$ cat config.mk
export PLATFORM = sky130hd
export DESIGN_NAME = fetch_pc_unit
export DESIGN_NICKNAME = d
export VERILOG_FILES = /design/src/rtl/fetch_pc_unit.sv
export SDC_FILE = /design/constraint.sdc
export NUM_CORES = 1
export LEC_CHECK = 0
export CAP_MARGIN = 15
export CELL_PAD_IN_SITES_DETAIL_PLACEMENT = 0
export CELL_PAD_IN_SITES_GLOBAL_PLACEMENT = 1
export CORE_MARGIN = 2
export CORE_UTILIZATION = 39
export DETAILED_ROUTE_END_ITERATION = 7
export PLACE_DENSITY_LB_ADDON = 0.1
export SYNTH_ARGS = -nofsm -noshare
export SYNTH_HDL_FRONTEND = slang
export SYNTH_SLANG_ARGS = --single-unit
$ cat constraint.sdc
create_clock -name clk -period 2.89 [get_ports clk]
set_input_delay 0.7225 -clock clk [delete_from_list [all_inputs] [get_ports clk]]
set_output_delay 0.7225 -clock clk [all_outputs]
set_load 0.01 [all_outputs]
$ cat src/rtl/fetch_pc_unit.sv
// fetch_pc_unit: instruction-fetch stage. Owns the program counter, issues
// ready/valid instruction-memory requests and registers the fetched word into
// the IF/ID outputs. Redirects from ID (branch/JAL/JALR) kill the in-flight
// fetch; ID stalls are absorbed by a one-entry skid buffer.
//
// Ports:
//   clk, rst             clock (rising edge), async active-low reset
//   PCsrc                next-PC select for the instruction in ID
//                        (00 seq, 01 branch/JAL, 11 JALR, 10 treated as 00)
//   branch_target        target used when PCsrc=01
//   jalr_target          target used when PCsrc=11 (bit 0 forced to 0)
//   stall                ID cannot accept; IF/ID outputs hold
//   imem_req/imem_addr   fetch request and address
//   imem_ready/rdata     transfer completes when imem_req & imem_ready
//   if_inst/if_pc/if_pc4 IF/ID instruction, PC and PC+4
//   if_valid             IF/ID holds a real instruction
//   redirect             registered pulse: redirect accepted, flush ID/EX
//
// state | meaning
// FETCH | request outstanding at req_pc, normal flow
// DRAIN | redirect accepted while fetch pending; wait for it, then jump
// HOLD  | one word parked in skid buffer while ID stalls; no request
module fetch_pc_unit #(
  parameter logic [31:0] RESET_PC = 32'h0000_0000,
  parameter logic [31:0] NOP_INST = 32'h0000_0013
) (
  input  logic        clk,
  input  logic        rst,
  input  logic [1:0]  PCsrc,
  input  logic [31:0] branch_target,
  input  logic [31:0] jalr_target,
  input  logic        stall,
  output logic        imem_req,
  output logic [31:0] imem_addr,
  input  logic        imem_ready,
  input  logic [31:0] imem_rdata,
  output logic [31:0] if_inst,
  output logic [31:0] if_pc,
  output logic [31:0] if_pc4,
  output logic        if_valid,
  output logic        redirect
);

  typedef enum logic [1:0] {
    FETCH = 2'd0,
    DRAIN = 2'd1,
    HOLD  = 2'd2
  } state_t;

  state_t      state, state_nxt;
  logic [31:0] req_pc;
  logic [31:0] tgt_reg;
  logic [31:0] skid_inst;
  logic [31:0] skid_pc;
  logic        redir_acc;
  logic [31:0] target;

  // PCsrc 01 and 11 both have bit 0 set; the reserved 10 falls out as sequential.
  assign redir_acc = ~stall & PCsrc[0];
  assign target    = PCsrc[1] ? {jalr_target[31:1], 1'b0} : branch_target;
  assign if_pc4    = if_pc + 32'd4;

  always_ff @(posedge clk or negedge rst) begin
    if (!rst) state <= FETCH;
    else      state <= state_nxt;
  end

  always_comb begin
    state_nxt = state;
    case (state)
      FETCH: begin
        if (redir_acc && !imem_ready)  state_nxt = DRAIN;
        else if (stall && imem_ready)  state_nxt = HOLD;
      end
      DRAIN:   if (imem_ready) state_nxt = FETCH;
      HOLD:    if (!stall)     state_nxt = FETCH;
      default: state_nxt = FETCH;
    endcase
  end

  // Request is gated by rst so nothing is issued while reset is held.
  always_comb begin
    imem_req  = rst && (state != HOLD);
    imem_addr = req_pc;
  end

  always_ff @(posedge clk or negedge rst) begin
    if (!rst) begin
      req_pc    <= RESET_PC;
      tgt_reg   <= 32'd0;
      skid_inst <= 32'd0;
      skid_pc   <= 32'd0;
      if_inst   <= NOP_INST;
      if_pc     <= 32'd0;
      if_valid  <= 1'b0;
      redirect  <= 1'b0;
    end else begin
      redirect <= redir_acc;
      case (state)
        FETCH: begin
          if (stall) begin
            if (imem_ready) begin
              skid_inst <= imem_rdata;
              skid_pc   <= req_pc;
              req_pc    <= req_pc + 32'd4;
            end
          end else if (redir_acc) begin
            if_valid <= 1'b0;
            if (imem_ready) req_pc  <= target;
            else            tgt_reg <= target;
          end else if (imem_ready) begin
            if_inst  <= imem_rdata;
            if_pc    <= req_pc;
            if_valid <= 1'b1;
            req_pc   <= req_pc + 32'd4;
          end else begin
            if_valid <= 1'b0;
          end
        end
        DRAIN: begin
          if_valid <= 1'b0;
          if (redir_acc) tgt_reg <= target;
          // A redirect accepted on the draining cycle itself wins over tgt_reg.
          if (imem_ready) req_pc <= redir_acc ? target : tgt_reg;
        end
        HOLD: begin
          if (!stall) begin
            if (redir_acc) begin
              req_pc   <= target;
              if_valid <= 1'b0;
            end else begin
              if_inst  <= skid_inst;
              if_pc    <= skid_pc;
              if_valid <= 1'b1;
            end
          end
        end
        default: ;
      endcase
    end
  end

endmodule

# Word-level counts from Yosys, hierarchy flattened
# Index checks and enable logic that the tools add are counted.
[word_totals]
reg_bits = 196
input_bits = 102
elab_cells = 78
[classes]
add_sub_neg = 2
eq_ne = 14
n_mux = 37
bitwise = 2
n_reduce_logical = 14
[op_table]
columns = ["operator", "count"]
rows = [
  ["32-bit two-way mux", 22],
  ["32-bit one-hot mux with 2 select lines", 3],
  ["32-bit one-hot mux with 3 select lines", 1],
  ["32-bit by 3-bit adder with 32-bit output, second input constant", 2],
  ["2-bit inequality test, second input constant", 10],
  ["3-bit AND reduction", 3],
  ["2-bit two-way mux", 4],
  ["2-bit one-hot mux with 3 select lines", 1],
  ["6-bit AND reduction", 1],
  ["1-bit two-way mux", 5],
  ["5-bit AND reduction", 1],
  ["4-bit inequality test, second input constant", 1],
  ["4-bit AND reduction", 1],
  ["2-bit nonzero test", 2],
  ["1-bit logical AND", 3],
  ["3-bit inequality test, second input constant", 1],
  ["1-bit one-hot mux with 3 select lines", 1],
  ["3-bit nonzero test", 1],
  ["2-bit by 1-bit == test with 1-bit output, second input constant", 1],
  ["2-bit == test, second input constant", 1],
  ["2-bit logical NOT", 1],
  ["1-bit AND", 1],
  ["1-bit logical NOT", 1],
  ["1-bit inverter", 1],
]

# Logic depth before layout (Yosys ltp)
# Gate-level depths: netlist (run 1).
[depth]
ltp_word = 5
ltp_mapped = 10

# Worst setup path after synthesis (run 1)
# Ideal clock, no wire load.
[synth_path]
path_kind = "flip-flop to output port"
startpoint = "register if_pc[4]"
endpoint = "output port if_pc4[23]"
arrival_ns = 1.770
path_slack_ns = 0.397
stages_incl_launch_ff = 8
path_buffers = 2
path_cell_list = "dfrtp_1 and3_1 and3_1 clkbuf_1 and4_1 clkbuf_1 nand4_1 xnor2_1"
[synth_between]
elab_chain_cells = 1
[synth_rtl]
columns = ["item", "line", "text"]
rows = [
  ["start: declaration", "38", "output logic [31:0] if_pc,"],
  ["start signal: assignment", "113", "if_pc <= req_pc;"],
  ["start signal: assignment", "133", "if_pc <= skid_pc;"],
  ["32-bit by 3-bit adder with 32-bit output", "61", "assign if_pc4 = if_pc + 32'd4;"],
  ["end: declaration", "39", "output logic [31:0] if_pc4,"],
]
# No other way between the ends.

# Worst setup path in the final report (run 1)
[layout_path]
startpoint = "register if_pc[3]"
endpoint = "output port if_pc4[21]"
# The elaborated chain is that of the path after synthesis.

==> results of run 1 <==
## cell usage after synthesis (10+ instances only)
cell / number / share of area (%)
inv_1: 12 / 0.43
clkbuf_1: 54 / 1.9
nand4_1: 17 / 1.0
nor2_1: 60 / 2.1
and2_1: 10 / 0.59
nand2_1: 139 / 4.9
xnor2_1: 22 / 1.8
nand3_1: 35 / 1.7
dfrtp_1: 193 / 46
mux2i_1: 89 / 8.4
o21ai_0: 148 / 7.0
mux2_2: 85 / 9.0
a21oi_1: 35 / 1.7
and3_1: 14 / 0.83
buf_2: 22 / 1.0
## cell usage in the layout (no fill, tap or decap), drive strengths merged, types with 6 or more instances in the layout
master and instances:
nor3 8, and3 14, nand2 139, nor2 60
nand3 35, a21oi 35, a211o 6, xnor2 22
clkbuf 26, o211ai 7, xor2 8, ha 6
buf 87, o21ai 149, nand4 19, dlygate4sd2 13
dfrtp 193, inv 17, nor2b 6, mux2i 89
mux2 85, and2 10, clkdlybuf4s50 206, clkinv 6
nor4 7
## area by class of cell
cell class / instances / area, um^2 / area share, %
clock inverters: 14 / 186 / 1.30
inverters: 12 / 45.0 / 0.313
multi-input cells: 792 / 5360 / 37.3
clock buffers: 18 / 439 / 3.05
flip-flops and latches: 196 / 4910 / 34.1
repair buffers: 315 / 3020 / 21.0
well taps: 341 / 427 / 2.97
## critical path: cells and delay by family, from the launching register on
family,cells,cell delay (ns)
DFF,1,0.39
xor gates and xnor gates,1,0.12
buffers and inverters,1,0.30
and+or+nand+nor,4,0.78
## logic make-up (layout without fill, tap and decap cells)
kind of cell,after synthesis,after routing,share of synthesized area [%]
adders and majority gates,6,6,0.709
DFF,196,196,46.3
xor gates and xnor gates,30,30,2.48
muxes,174,174,17.5
and+or+nand+nor,318,318,14.2
AOI/OAI and AO/OA,264,264,15.0
buffers and inverters,96,359,3.77
## worst max path at each step
stage	startpoint	end	slack, ns	cells after the start
2_1_floorplan	if_pc[4]	if_pc4[23]	0.40	7
3_3_place_gp	imem_ready	imem_addr[26]	0.01	7
3_5_place_dp	imem_ready	imem_addr[26]	0.003	7
4_1_cts	if_pc[2]	if_pc4[24]	0.001	7
5_1_grt	if_pc[9]	if_pc4[30]	0.001	7
6_report	if_pc[3]	if_pc4[21]	0.13	6
## metal layers
metal  track usage [%]  vias to the layer above  wire (um)
li1                  -                     4391          -
met1              30.9                     4221      14500
met2              34.3                      256      13700
met3              3.58                       31       1470
met4              6.37                        0        530
met5                 0                        -          0
## report_power, final
group	internal [mW]	switching, mW	total [mW]
logic	3.82	3.54	7.36
registers	4.05	1.04	5.09
clock network	1.35	1.19	2.53
total	9.21	5.77	15.0
## metrics by stage
step           power, mW  hold slack [ns]
3_5_place_dp        12.6            0.464
3_3_place_gp        12.5            0.456
2_1_floorplan       8.99            0.427
4_1_cts             15.1            0.465
5_1_grt             16.1            0.503
6_report            15.0            0.339
## timing repair
action,CTS,global route
pin swaps,0,0
endpoints found under the setup margin,23,12
gates resized for setup,37,21
buffers inserted,3,1
==> flow_summary.toml, run 1 <==
[power]
p_per_area_nw_per_um2 = 1040
leakage_nw = 6.25
peakVddDrop_uv = 595

[floorplan]
num_io_pins = 233
die_w_um = 169
initial_utilization_pct = 39.5
dieArea_um2 = 28500
die_h_um = 169
core_area_um2 = 26800
row_count = 60

[yosys]
async_flop_share_pct = 100
netlist_instances = 1084
synth_area_per_cell_um2 = 9.77
syn_area_um2 = 10600
ys.flop_type = "dfrtp_1"
ys_warn_count = 0
seq_area_frac_synth_pct = 46.3
yosysUniqueCellTypes = 66
syn-num-nets = 1192
synth_seq_cells = 196
synth_edf_count = 0

[placement]
gp_congestion = 0.844
dp_hpwl_um = 21700
port_buffers = 231
dp.cells = 1652
dpl_worst_slack_ns = 0.00322
postPlaceCellArea_um2 = 13800

[sta]
post-route-period-util_pct = 95.5
worst_pin_slew_ns = 0.863
fmax_mhz = 362
setup_ws_ns = 0.129
setup-tns-final_ns = 0
max_slew_margin_pct = 42.5
period_needed_ns = 2.76
slew_violations = 0
rsz0062_at_grt = "no"
hold_viol = 0
finalSetupViolations = 0
fin_skew_ns = 0.0145

[global_route]
antenna_found_initial = 0
grt_max_degree = 134
track_usage_pct = 21.8
grt_pass1_wl_um = 48700
grt_overflow = 0
first_global_vias = 8678

[run_status]
status = "complete, no violations"

[clocking]
cts_max_path_buffers = 2
cts_tree = "done"
h-tree-depth = 4
clock_sinks = 196
clk_pin_slew_ns = 0.07
numCtsBuffers = 17
cts_hold_buf = 0
cts-root-buf = "clkbuf_16"
clock_latency_ns = 0.45

[job]
drv_cap = 0

[critical_path]
critPathRequiredTime_ns = 2.17
arrival_ns = 2.04
r2r_end = "imem_addr[26]"
rrSetupSlack_ns = 0.58
path_cells = "and3_1, and3_2, and4_4, nand2_1, xnor2_1, dlygate4sd2_1"
setup.worst_path.start_class = "flop"
rr_startpoint = "state[0]"
cp_slowest_stage_delay_ns = 0.39
reg2reg_depth = 7
criticalPathCategory = "reg2out"
cp_max_fo = 6
crit_path_top_delay_cell = "dfrtp_1"
end_kind = "output pin"

[finish]
n_antenna_cell = 0
postLayoutCellArea_um2 = 14400
drive_above_1_share_pct = 17.7
fin_nets = 1442
finalNonFillerCells = 1688
fin_util_pct = 53.7
synthToLayoutAreaGrowth_pct = 35.8
fillers = 2487

[detailed_routing]
drc = 0
wire_per_inst_um = 17.9
initialDrtViolationCount = 624
drt.antenna.violating_nets = 0
via_per_inst = 5.27
via_count = 8899
wl_um = 30200
detailedRoute.firstPassIterationCount = 5

[hold_path]
hold_class = "in2async"
No activity file was read; power rests on OpenSTA's default activity.
==> run 2, diff against run 1 <==
- ABC_AREA: default -> 1
- CAP_MARGIN: 15 -> 20
- CORE_UTILIZATION: 39 -> 37
- SETUP_SLACK_MARGIN: default -> 0.4
==> flow_summary.toml, run 2 <==
[finish]
final_cell_mix = "nand2_1, o21ai_0, clkdlybuf4s50_1"
seqCellArea_um2 = 4920
n_antenna_cell = 0
fillers = 2925
multi_input_area_um2 = 5830
final_common_cell = "nand2_1"
fin_nets = 2024
synthToLayoutAreaGrowth_pct = 38.3
drive_above_1_share_pct = 14.8

[yosys]
syn-num-nets = 1744
seq_area_frac_synth_pct = 42.8
ys_warn_count = 0
synthTopCellsByArea = "dfrtp_1, nand2_1, o21ai_0"
synth.most_common_cell = "nand2_1"
netlist_instances = 1636
yosysTopAreaCell = "dfrtp_1"
async_flop_share_pct = 100
synth_seq_cells = 196
synth.top_cell.area_share_pct = 42.1
synth_edf_count = 0
synth_area_per_cell_um2 = 7.00
yosysUniqueCellTypes = 35
syn_area_um2 = 11500
ys.flop_type = "dfrtp_1"
synth_common_cells = "nand2_1, o21ai_0, dfrtp_1, inv_1, a21oi_1"

[sta]
post-route-period-util_pct = 99.7
rsz0062_at_grt = "yes"
slew_violations = 0
period_needed_ns = 2.88
worst_pin_slew_ns = 0.823
finalSetupViolations = 0
fin_skew_ns = 0.0184
max_slew_margin_pct = 45.1
fmax_mhz = 347
setup-tns-final_ns = 0
hold_viol = 0

[floorplan]
num_io_pins = 233
die_h_um = 180
row_count = 64
dieArea_um2 = 32400
initial_utilization_pct = 37.6
die_w_um = 180
core_area_um2 = 30500

[global_route]
antenna_found_initial = 0
grt_overflow = 0
grt_max_degree = 139
first_global_vias = 10600
grt_pass1_wl_um = 59100
track_usage_pct = 22.8

[detailed_routing]
drt.antenna.violating_nets = 0
drc = 0
initialDrtViolationCount = 970
via_count = 11600
wire_per_inst_um = 16.3
detailedRoute.firstPassIterationCount = 5
wl_um = 37900
via_per_inst = 4.99

[critical_path]
cp_max_fo = 3
criticalPathCategory = "reg2out"
cp_slowest_stage_delay_ns = 0.41
crit_start = "if_pc[3]"
setup.worst_path.start_class = "flop"
arrival_ns = 2.16
critPathRequiredTime_ns = 2.17
rr_startpoint = "state[0]"
end_kind = "output pin"
crit_path_top_delay_cell = "dfrtp_2"
path_cells = "buf_6, nand3_4, nor3_4, nand3_2, or2_4, nor2_4, xor2_1, buf_2"

[job]
drv_cap = 0

[clocking]
numCtsBuffers = 17
cts_max_path_buffers = 2
h-tree-depth = 4
clock_sinks = 196
clock_latency_ns = 0.45
cts_hold_buf = 0
clk_pin_slew_ns = 0.08
cts-root-buf = "clkbuf_16"
cts_tree = "done"

[power]
combPwrFrac_pct = 53.3
leakage_nw = 7.40
swShare_pct = 44.0
clockPowerShare_pct = 14.8
power_frac_seq_pct = 31.9
power_mw = 16.1
internal-power_mw = 9.02
p_sw_mw = 7.08
p_per_area_nw_per_um2 = 1020
peakVddDrop_uv = 472

[placement]
gp_congestion = 0.882
dp_hpwl_um = 26600
port_buffers = 231

[run_status]
status = "complete, no violations"

[hold_path]
hold_class = "in2async"
run 2: cell count changes in the layout (fill, tap and decap cells not counted), moves of 14 or more:
cell,previous run,this run
nand3_1,34,77
buf_2,3,26
o21ai_0,148,234
nand2_1,139,506
xnor2_1,22,0
buf_4,73,95
o21ai_1,0,15
a21oi_1,35,113
inv_1,11,174
buf_6,0,14
mux2_2,85,0
xor2_1,8,27
mux2i_1,89,0
run 2: area by class of cell:
type / count / share of cell area [%]
well taps: 396 / 3.13
inverters: 190 / 4.56
clock inverters: 13 / 0.892
repair buffers: 353 / 20.9
multi-input cells: 1158 / 36.8
clock buffers: 18 / 2.71
flip-flops and latches: 196 / 31.1
run 2: power groups by stage:
stage          Sequential (mW)  Combinational [mW]  Clock, mW
2_1_floorplan             5.19                4.15          0
3_3_place_gp              5.12                7.95          0
3_5_place_dp              5.15                8.04          0
4_1_cts                   5.10                8.32       2.45
5_1_grt                   5.31                9.54       2.56
6_report                  5.14                8.58       2.38
run 2: logic make-up (layout without fill, tap and decap cells):
family	after synthesis	after routing	synth area share, %
AOI/OAI and AO/OA	393	393	17.9
buffers and inverters	282	574	9.84
adders and majority gates	6	6	0.655
xor gates and xnor gates	32	32	2.45
and+or+nand+nor	727	727	26.3
DFF	196	196	42.8
run 2: path summary, 6_finish.rpt:
kind / endpoint / slack, ns / cells after the start
max: if_pc4[21] / 0.008 / 8
min: if_inst[10] / 0.39 / 2
max reg2reg: imem_addr[29] / 0.60 / 9
min reg2reg: skid_pc[15] / 0.49 / 2
max in group asynchronous: if_pc[20] / 1.84 / 2
min in group clk: skid_pc[15] / 0.49 / 2
run 2: repair_timing:
| item | CTS | global route |
|---|---|---|
| endpoints found under the hold margin | 0 | 0 |
| buffers inserted | 46 | 23 |
| setup endpoints to repair | 34 | 44 |
| pin swaps | 41 | 38 |
| resized for setup | 172 | 56 |
run 2: critical path, delay by kind of cell, from the launching register on:
kind	cells	cell delay (ns)
flops	1	0.41
simple gates	5	0.82
xor+xnor	1	0.18
buf+inv	2	0.31
run 2: metal layers:
layer	part of all wire, %	track usage [%]	wire length (um)
met5	0	0	0
met4	2.3	7.02	889
met3	5.9	3.83	2220
met2	45	34.9	16900
met1	47	33.0	17900
run 2: through the flow:
stage	std cells	util, %	setup WS, ns	instance area, um^2	hold slack [ns]
4_1_cts	2301	50.8	0.0501	15500	0.438
5_1_grt	2324	52.0	-0.0931	15900	0.451
3_5_place_dp	2224	47.3	-0.0270	14400	0.473
6_report	2324	52.0	0.00822	15900	0.394
2_1_floorplan	1636	-	0.497	11500	0.427
3_3_place_gp	2224	47.3	-0.00339	14400	0.466
